`src/rtl/btn_event_gen.sv`:
```
// btn_event_gen: turns raw, bouncy, asynchronous push-button pins into clean
// clk-synchronous level and single-cycle event pulses. Each button is an
// independent channel: 2-FF synchroniser with polarity fix, debounce FSM,
// and press / release / long-press / auto-repeat pulse generation.
module btn_event_gen #(
  parameter int unsigned     NBTN         = 7,
  parameter logic [NBTN-1:0] ACTIVE_LOW   = NBTN'(7'b0000001),
  parameter int unsigned     DEBOUNCE_CYC = 250000,
  parameter int unsigned     LONG_CYC     = 12500000,
  parameter int unsigned     REPEAT_CYC   = 2500000
) (
  input  logic            clk,
  input  logic            rst,
  input  logic [NBTN-1:0] btn_in,
  output logic [NBTN-1:0] btn_level,
  output logic [NBTN-1:0] press_pulse,
  output logic [NBTN-1:0] release_pulse,
  output logic [NBTN-1:0] long_pulse,
  output logic [NBTN-1:0] repeat_pulse
);

  // One counter width serves every timing phase; it only ever reaches
  // (terminal - 1) before being cleared, so clog2 of the largest period fits.
  localparam int unsigned MAX_DL  = (DEBOUNCE_CYC > LONG_CYC) ? DEBOUNCE_CYC : LONG_CYC;
  localparam int unsigned MAX_CYC = (MAX_DL > REPEAT_CYC) ? MAX_DL : REPEAT_CYC;
  localparam int unsigned CNT_W   = $clog2(MAX_CYC);

  localparam logic [CNT_W-1:0] DEB_LAST  = CNT_W'(DEBOUNCE_CYC - 1);
  localparam logic [CNT_W-1:0] LONG_LAST = CNT_W'(LONG_CYC - 1);
  localparam logic [CNT_W-1:0] RPT_LAST  = CNT_W'(REPEAT_CYC - 1);
  localparam logic [CNT_W-1:0] CNT_ONE   = CNT_W'(1);

  typedef enum logic [2:0] {
    IDLE    = 3'd0,
    PRESS_W = 3'd1,
    HELD    = 3'd2,
    RPT     = 3'd3,
    REL_W   = 3'd4
  } state_e;

  // Synchroniser stages hold the polarity-corrected "pressed" level, so
  // their reset value 0 means "not pressed" for every button.
  logic [NBTN-1:0]  sync1_d, sync1_q;
  logic [NBTN-1:0]  sync2_q;

  state_e           state_d [NBTN];
  state_e           state_q [NBTN];
  logic [CNT_W-1:0] cnt_d   [NBTN];
  logic [CNT_W-1:0] cnt_q   [NBTN];

  logic [NBTN-1:0]  level_d,  level_q;
  logic [NBTN-1:0]  press_d,  press_q;
  logic [NBTN-1:0]  rel_d,    rel_q;
  logic [NBTN-1:0]  long_d,   long_q;
  logic [NBTN-1:0]  rpt_d,    rpt_q;

  // Polarity fix ahead of the first flop so the FSM only sees 1 = pressed.
  always_comb begin
    sync1_d = btn_in ^ ACTIVE_LOW;
  end

  // Two-flop synchroniser for the asynchronous button pins.
  always_ff @(posedge clk or posedge rst) begin
    if (rst) begin
      sync1_q <= '0;
      sync2_q <= '0;
    end else begin
      sync1_q <= sync1_d;
      sync2_q <= sync1_q;
    end
  end

  // Per-channel debounce / hold FSM: next state, counter and pulse decode.
  always_comb begin
    level_d = level_q;
    press_d = '0;
    rel_d   = '0;
    long_d  = '0;
    rpt_d   = '0;
    for (int i = 0; i < NBTN; i++) begin
      state_d[i] = state_q[i];
      cnt_d[i]   = cnt_q[i] + CNT_ONE;
      case (state_q[i])
        IDLE: begin
          cnt_d[i] = '0;
          if (sync2_q[i]) state_d[i] = PRESS_W;
        end
        PRESS_W: begin
          if (!sync2_q[i]) begin
            state_d[i] = IDLE;
            cnt_d[i]   = '0;
          end else if (cnt_q[i] == DEB_LAST) begin
            state_d[i] = HELD;
            cnt_d[i]   = '0;
            level_d[i] = 1'b1;
            press_d[i] = 1'b1;
          end
        end
        HELD: begin
          if (!sync2_q[i]) begin
            state_d[i] = REL_W;
            cnt_d[i]   = '0;
          end else if (cnt_q[i] == LONG_LAST) begin
            state_d[i] = RPT;
            cnt_d[i]   = '0;
            long_d[i]  = 1'b1;
          end
        end
        RPT: begin
          if (!sync2_q[i]) begin
            state_d[i] = REL_W;
            cnt_d[i]   = '0;
          end else if (cnt_q[i] == RPT_LAST) begin
            cnt_d[i]   = '0;
            rpt_d[i]   = 1'b1;
          end
        end
        REL_W: begin
          // A bounce back to pressed restarts long-press timing silently.
          if (sync2_q[i]) begin
            state_d[i] = HELD;
            cnt_d[i]   = '0;
          end else if (cnt_q[i] == DEB_LAST) begin
            state_d[i] = IDLE;
            cnt_d[i]   = '0;
            level_d[i] = 1'b0;
            rel_d[i]   = 1'b1;
          end
        end
        default: begin
          state_d[i] = IDLE;
          cnt_d[i]   = '0;
        end
      endcase
    end
  end

  // State, counters and registered outputs; async reset clears everything.
  always_ff @(posedge clk or posedge rst) begin
    if (rst) begin
      for (int i = 0; i < NBTN; i++) begin
        state_q[i] <= IDLE;
        cnt_q[i]   <= '0;
      end
      level_q <= '0;
      press_q <= '0;
      rel_q   <= '0;
      long_q  <= '0;
      rpt_q   <= '0;
    end else begin
      for (int i = 0; i < NBTN; i++) begin
        state_q[i] <= state_d[i];
        cnt_q[i]   <= cnt_d[i];
      end
      level_q <= level_d;
      press_q <= press_d;
      rel_q   <= rel_d;
      long_q  <= long_d;
      rpt_q   <= rpt_d;
    end
  end

  assign btn_level     = level_q;
  assign press_pulse   = press_q;
  assign release_pulse = rel_q;
  assign long_pulse    = long_q;
  assign repeat_pulse  = rpt_q;

endmodule

```
`config.mk`:
```
export PLATFORM = sky130hd
export DESIGN_NAME = btn_event_gen
export DESIGN_NICKNAME = d
export VERILOG_FILES = /design/src/rtl/btn_event_gen.sv
export SDC_FILE = /design/constraint.sdc
export NUM_CORES = 1
export LEC_CHECK = 0
export CORE_ASPECT_RATIO = 1.75
export CORE_MARGIN = 3
export CORE_UTILIZATION = 61
export DETAILED_ROUTE_END_ITERATION = 10
export GPL_TIMING_DRIVEN = 0
export PLACE_DENSITY = 0.8
export SETUP_SLACK_MARGIN = 0.2
export SLEW_MARGIN = 20
export SYNTH_ARGS = -nofsm -noshare
export SYNTH_HDL_FRONTEND = slang
export SYNTH_SLANG_ARGS = --single-unit
```
`constraint.sdc`:
```
create_clock -name clk -period 10.55 [get_ports clk]
set_input_delay 3.165 -clock clk [delete_from_list [all_inputs] [get_ports clk]]
set_output_delay 3.165 -clock clk [all_outputs]
set_load 0.05 [all_outputs]
```
# Word level (Yosys, flattened, before mapping)
# Cells that the tools add are included.
[classes] n_addsub=7 mul=0 div=0 order_cmp=0 n_eq_ne=112 n_shift=0 mux=231 n_bitwise=1 reduce_logical=28
[ops] cell="2-to-1 mux 24 bit" n=49
[ops] cell="one-hot mux 24 bit (4 select lines)" n=7
[ops] cell="adder 24 x 1 -> 24 bit, second input constant" n=7
[ops] cell="equality test 24 x 18 -> 1 bit, second input constant" n=7
[ops] cell="equality test 24 x 22 -> 1 bit, second input constant" n=7
[ops] cell="equality test 24 bit, second input constant" n=7
[ops] cell="2-to-1 mux 3 bit" n=56
[ops] cell="2-to-1 mux 1 bit" n=105
[ops] cell="one-hot mux 3 bit (5 select lines)" n=7
[ops] cell="inequality test 2 bit, second input constant" n=42
[ops] cell="AND reduction 5 bit" n=14
[ops] cell="inequality test 3 bit, second input constant" n=21
[ops] cell="equality test 3 x 2 -> 1 bit, second input constant" n=14
[ops] cell="equality test 3 x 1 -> 1 bit, second input constant" n=7
[ops] cell="equality test 3 bit, second input constant" n=7
[ops] cell="logical NOT 3 bit" n=7
[ops] cell="one-hot mux 1 bit (2 select lines)" n=7
[ops] cell="nonzero test 2 bit" n=7
[ops] cell="NOT 1 bit" n=1
[totals] ff_bits=238 latch_bits=0 ram_bits=0 rom_bits=0 out_inout_bits=35 word_cells=406 mem_count=0

# Depth between registers and ports, before layout
[depth] ltp_word=4 depth_mapped=8 ltp_nobuf=6

# Worst setup path after synthesis
# OpenSTA, ideal clock, no wires.
[synth_path] path_kind="reg2out" startpoint="reg level_q[1], in the netlist btn_level[1]" endpoint="out btn_level[1]" t_arrival_ps=615 path_slack_ps=6770 path_stages_with_launch=1 n_path_buf=0 cell_sequence="dfrtp_1"
[synth_rtl] element="start, declared" line="51" text="logic [NBTN-1:0] level_d, level_q;"
[synth_rtl] element="start signal, assigned" line="155" text="level_q <= level_d;"
[synth_rtl] element="end, declared" line="15" text="output logic [NBTN-1:0] btn_level,"
# No word-level cell between the ends.

# Worst setup path after layout
[layout_path] startpoint="reg level_q[6], in the netlist btn_level[6]" endpoint="out btn_level[6]"
# No word-level cell between the ends.

==> metrics.cfg <==
[setup_path]
crit_buf_inv=1
critical-path-top-delay-family=buffers and inverters
end_kind=output port
crit_end=btn_level[6]
rr_endpoint=cnt_q[130]
path_depth=1
start_kind=flop
critical_path_arrival_ps=1710
reg2regPathDepth=8
slowest_delay_ps=820
startpoint=btn_level[6]
worstReg2RegStart=cnt_q[120]
crit_fanout=3
path_class=flop to output port
r2r_slack_ps=7840
cp_slowest_cell=clkdlybuf4s50_1
crit_chain=clkdlybuf4s50_1
required_ps=7390

[grt]
gr-total-overflow=0
antenna_found_initial=0
first_global_vias=9443
grt_pass1_wl_um=42200
track_usage_pct=23.3
grt_max_degree=111

[placement]
port_buffers=43
place_ws_ps=5650
gp_congestion=0.857
dpl.hpwl_um=16600

[sta]
fmax_ghz=0.205
fin_crit_sh_pct=46.2
finalCriticalPeriod_ps=4870
finalSetupTns_ps=0
fin_skew_ps=10.5
fin_ws_ps=5680
hold_violations=0
rsz0062_at_grt=no
report.final.slew_viol_count=0
worstMarginPinSlew_ps=1050
slew_headroom_pct=29.6
setup-violations-final=0

[clock_tree]
clock_latency_ps=510
ctsResizeCount=0
h-tree-depth=1
clockBufferDepth=3
cts_root_buffer=clkbuf_16
clk_pin_slew_worst_paths_ps=60
hold_buffers=0
cts_tree=done
cts_setup_buffers=0
cts_sinks=238
cts_made_buffers=23

[synthesis]
ys.flop_type=dfrtp_1
synthMuxAreaShare_pct=0
syn-cell-area_sq_um=11700
synthMostInstantiatedCell=dfrtp_1
synth_common_cells=238 x dfrtp_1, 231 x nor2_1, 87 x xnor2_1
ys_types=65
synthCells=1209
synth_enable_flop_cells=0
async_flop_share_pct=100
seq_area_frac_synth_pct=50.7
synthXorXnorAreaFrac_pct=11.5
synth.area.top_cells=dfrtp_1 51%, nor2_1 7.4%, xnor2_1 6.5%
synth-compound-area-share_pct=4.18
synth_simple_gate_area_share_pct=30.2
syn_avg_cell_area_sq_um=9.71
synth_top_area_share_pct=50.7
synth_nets=1225
ys_ff_latch=238
synth_fa_ha_area_share_pct=0.746
synth_top_family_by_area=simple AND/OR/NAND/NOR gates
yosys.area.top_type=dfrtp_1
yosysWarningCount=0

[route]
vias_per_cell=5.94
wl_um=24100
routed.top_layer=met4
drtIter0Drc=621
via_count=9097
ant_nets=0
wl_per_cell_um=15.7
drt_first_pass_iters=5
wl_met3_um=748
wl_met2_um=13100
drc_errors=0
m1WireLength_um=9370

[power]
swShare_pct=21.0
p_switching_uw=383
ir_drop_mv=0.127
pwr-share-clk_pct=46.6
p_leak_nw=5.33
p_int_mw=1.44
power.density_nw_per_um2=137
combPwrFrac_pct=2.8
seq_power_share_pct=50.6

[final_layout]
antenna_cells=0
synthToLayoutAreaGrowth_pct=13.4
n_fill_cell=1424
final_net_count=1295
drive_gt1_share_pct=5.56

[status]
status=finished clean

[flow_run]
cap_violations=0

[floorplanning]
fp.coreArea_sq_um=18700
start_util_pct=62.6
die_w_um=111
io_pins=44
die-area_sq_um=21000
rows=66
fp.dieH_um=190

[hold_path]
hold_class=flop to flop

## kinds of logic (layout without fill, tap and decap cells)
family	count (synthesis)	in the layout
simple gates	671	671
buf+inv	73	158
xor+xnor	154	154
compound gates	66	66
flops	238	238
fa+ha+maj	7	7
## per-stage QoR
stage / total power, mW / util, % / instances / hold slack (ps) / instance area (sq um)
3_5_place_dp: 0.995 / 66.8 / 1492 / 338 / 12500
4_1_cts: 1.85 / 71.0 / 1532 / 353 / 13300
6_report: 1.83 / 71.0 / 1532 / 348 / 13300
3_3_place_gp: 0.992 / 66.5 / 1490 / 333 / 12500
5_1_grt: 1.89 / 71.0 / 1532 / 360 / 13300
2_1_floorplan: 0.977 / - / 1209 / 331 / 11700
## how the worst min path moves through the flow
stage                            end  slack, ps        from  cells after the start
after floorplan           sync2_q[0]        330  sync1_q[0]                      0
after global placement    sync2_q[1]        330  sync1_q[1]                      0
after detailed placement  sync2_q[1]        340  sync1_q[1]                      0
after CTS                 sync2_q[1]        350  sync1_q[1]                      0
after global routing      sync2_q[1]        360  sync1_q[1]                      0
final                     sync2_q[1]        350  sync1_q[1]                      0
## registers in the layout, indices dropped and copies added, names as in the netlist
| name | cells |
|---|---|
| long_pulse | 7 |
| sync2_q | 7 |
| sync1_q | 7 |
| release_pulse | 7 |
| press_pulse | 7 |
| btn_level | 7 |
| cnt_q | 168 |
| repeat_pulse | 7 |
| state_q | 21 |
## cell type report
type / instances / area [sq um] / share of cell area, %
sequential: 238 / 5960 / 44.7
buffer: 44 / 205 / 1.54
inverter: 29 / 116 / 0.874
tap: 238 / 298 / 2.24
multi-input combinational: 898 / 5470 / 41.1
clock inverter: 13 / 169 / 1.27
timing repair buffer: 45 / 485 / 3.65
clock buffer: 27 / 611 / 4.59
## placed cells by master, fill, tap and decap left out, types with 8 or more instances in the layout
cell             count
inv_1               28
nand3_1             69
xnor2_1             87
nor4b_1              8
nand4_1             56
or4_1               13
nand2b_1            10
o21ai_0             12
nor2_1             231
and3_1              27
clkinv_2             8
clkdlybuf4s50_1     43
dfrtp_1            238
nor3_1              48
xor2_1              67
nor4bb_1            10
clkbuf_16           23
nand2_1             73
buf_2                8
a21oi_1             12
nor2b_1             20
and4_1              22
nor4_1              33
clkbuf_1            33
## routing by layer
| layer | vias to the layer above | track usage, % |
|---|---|---|
| li1 | 4364 | - |
| met1 | 4454 | 25.9 |
| met2 | 200 | 44.8 |
| met3 | 79 | 2.56 |
| met4 | 0 | 9.77 |
| met5 | - | 0 |
## power groups by stage
stage	Combinational [mW]	Clock, mW	Sequential, mW
finish	0.0520	0.851	0.925
global route	0.0599	0.908	0.925
CTS	0.0539	0.870	0.925
detailed placement	0.0535	0	0.942
global placement	0.0496	0	0.942
floorplan	0.0362	0	0.940
Power figures use the tool's default switching activity.
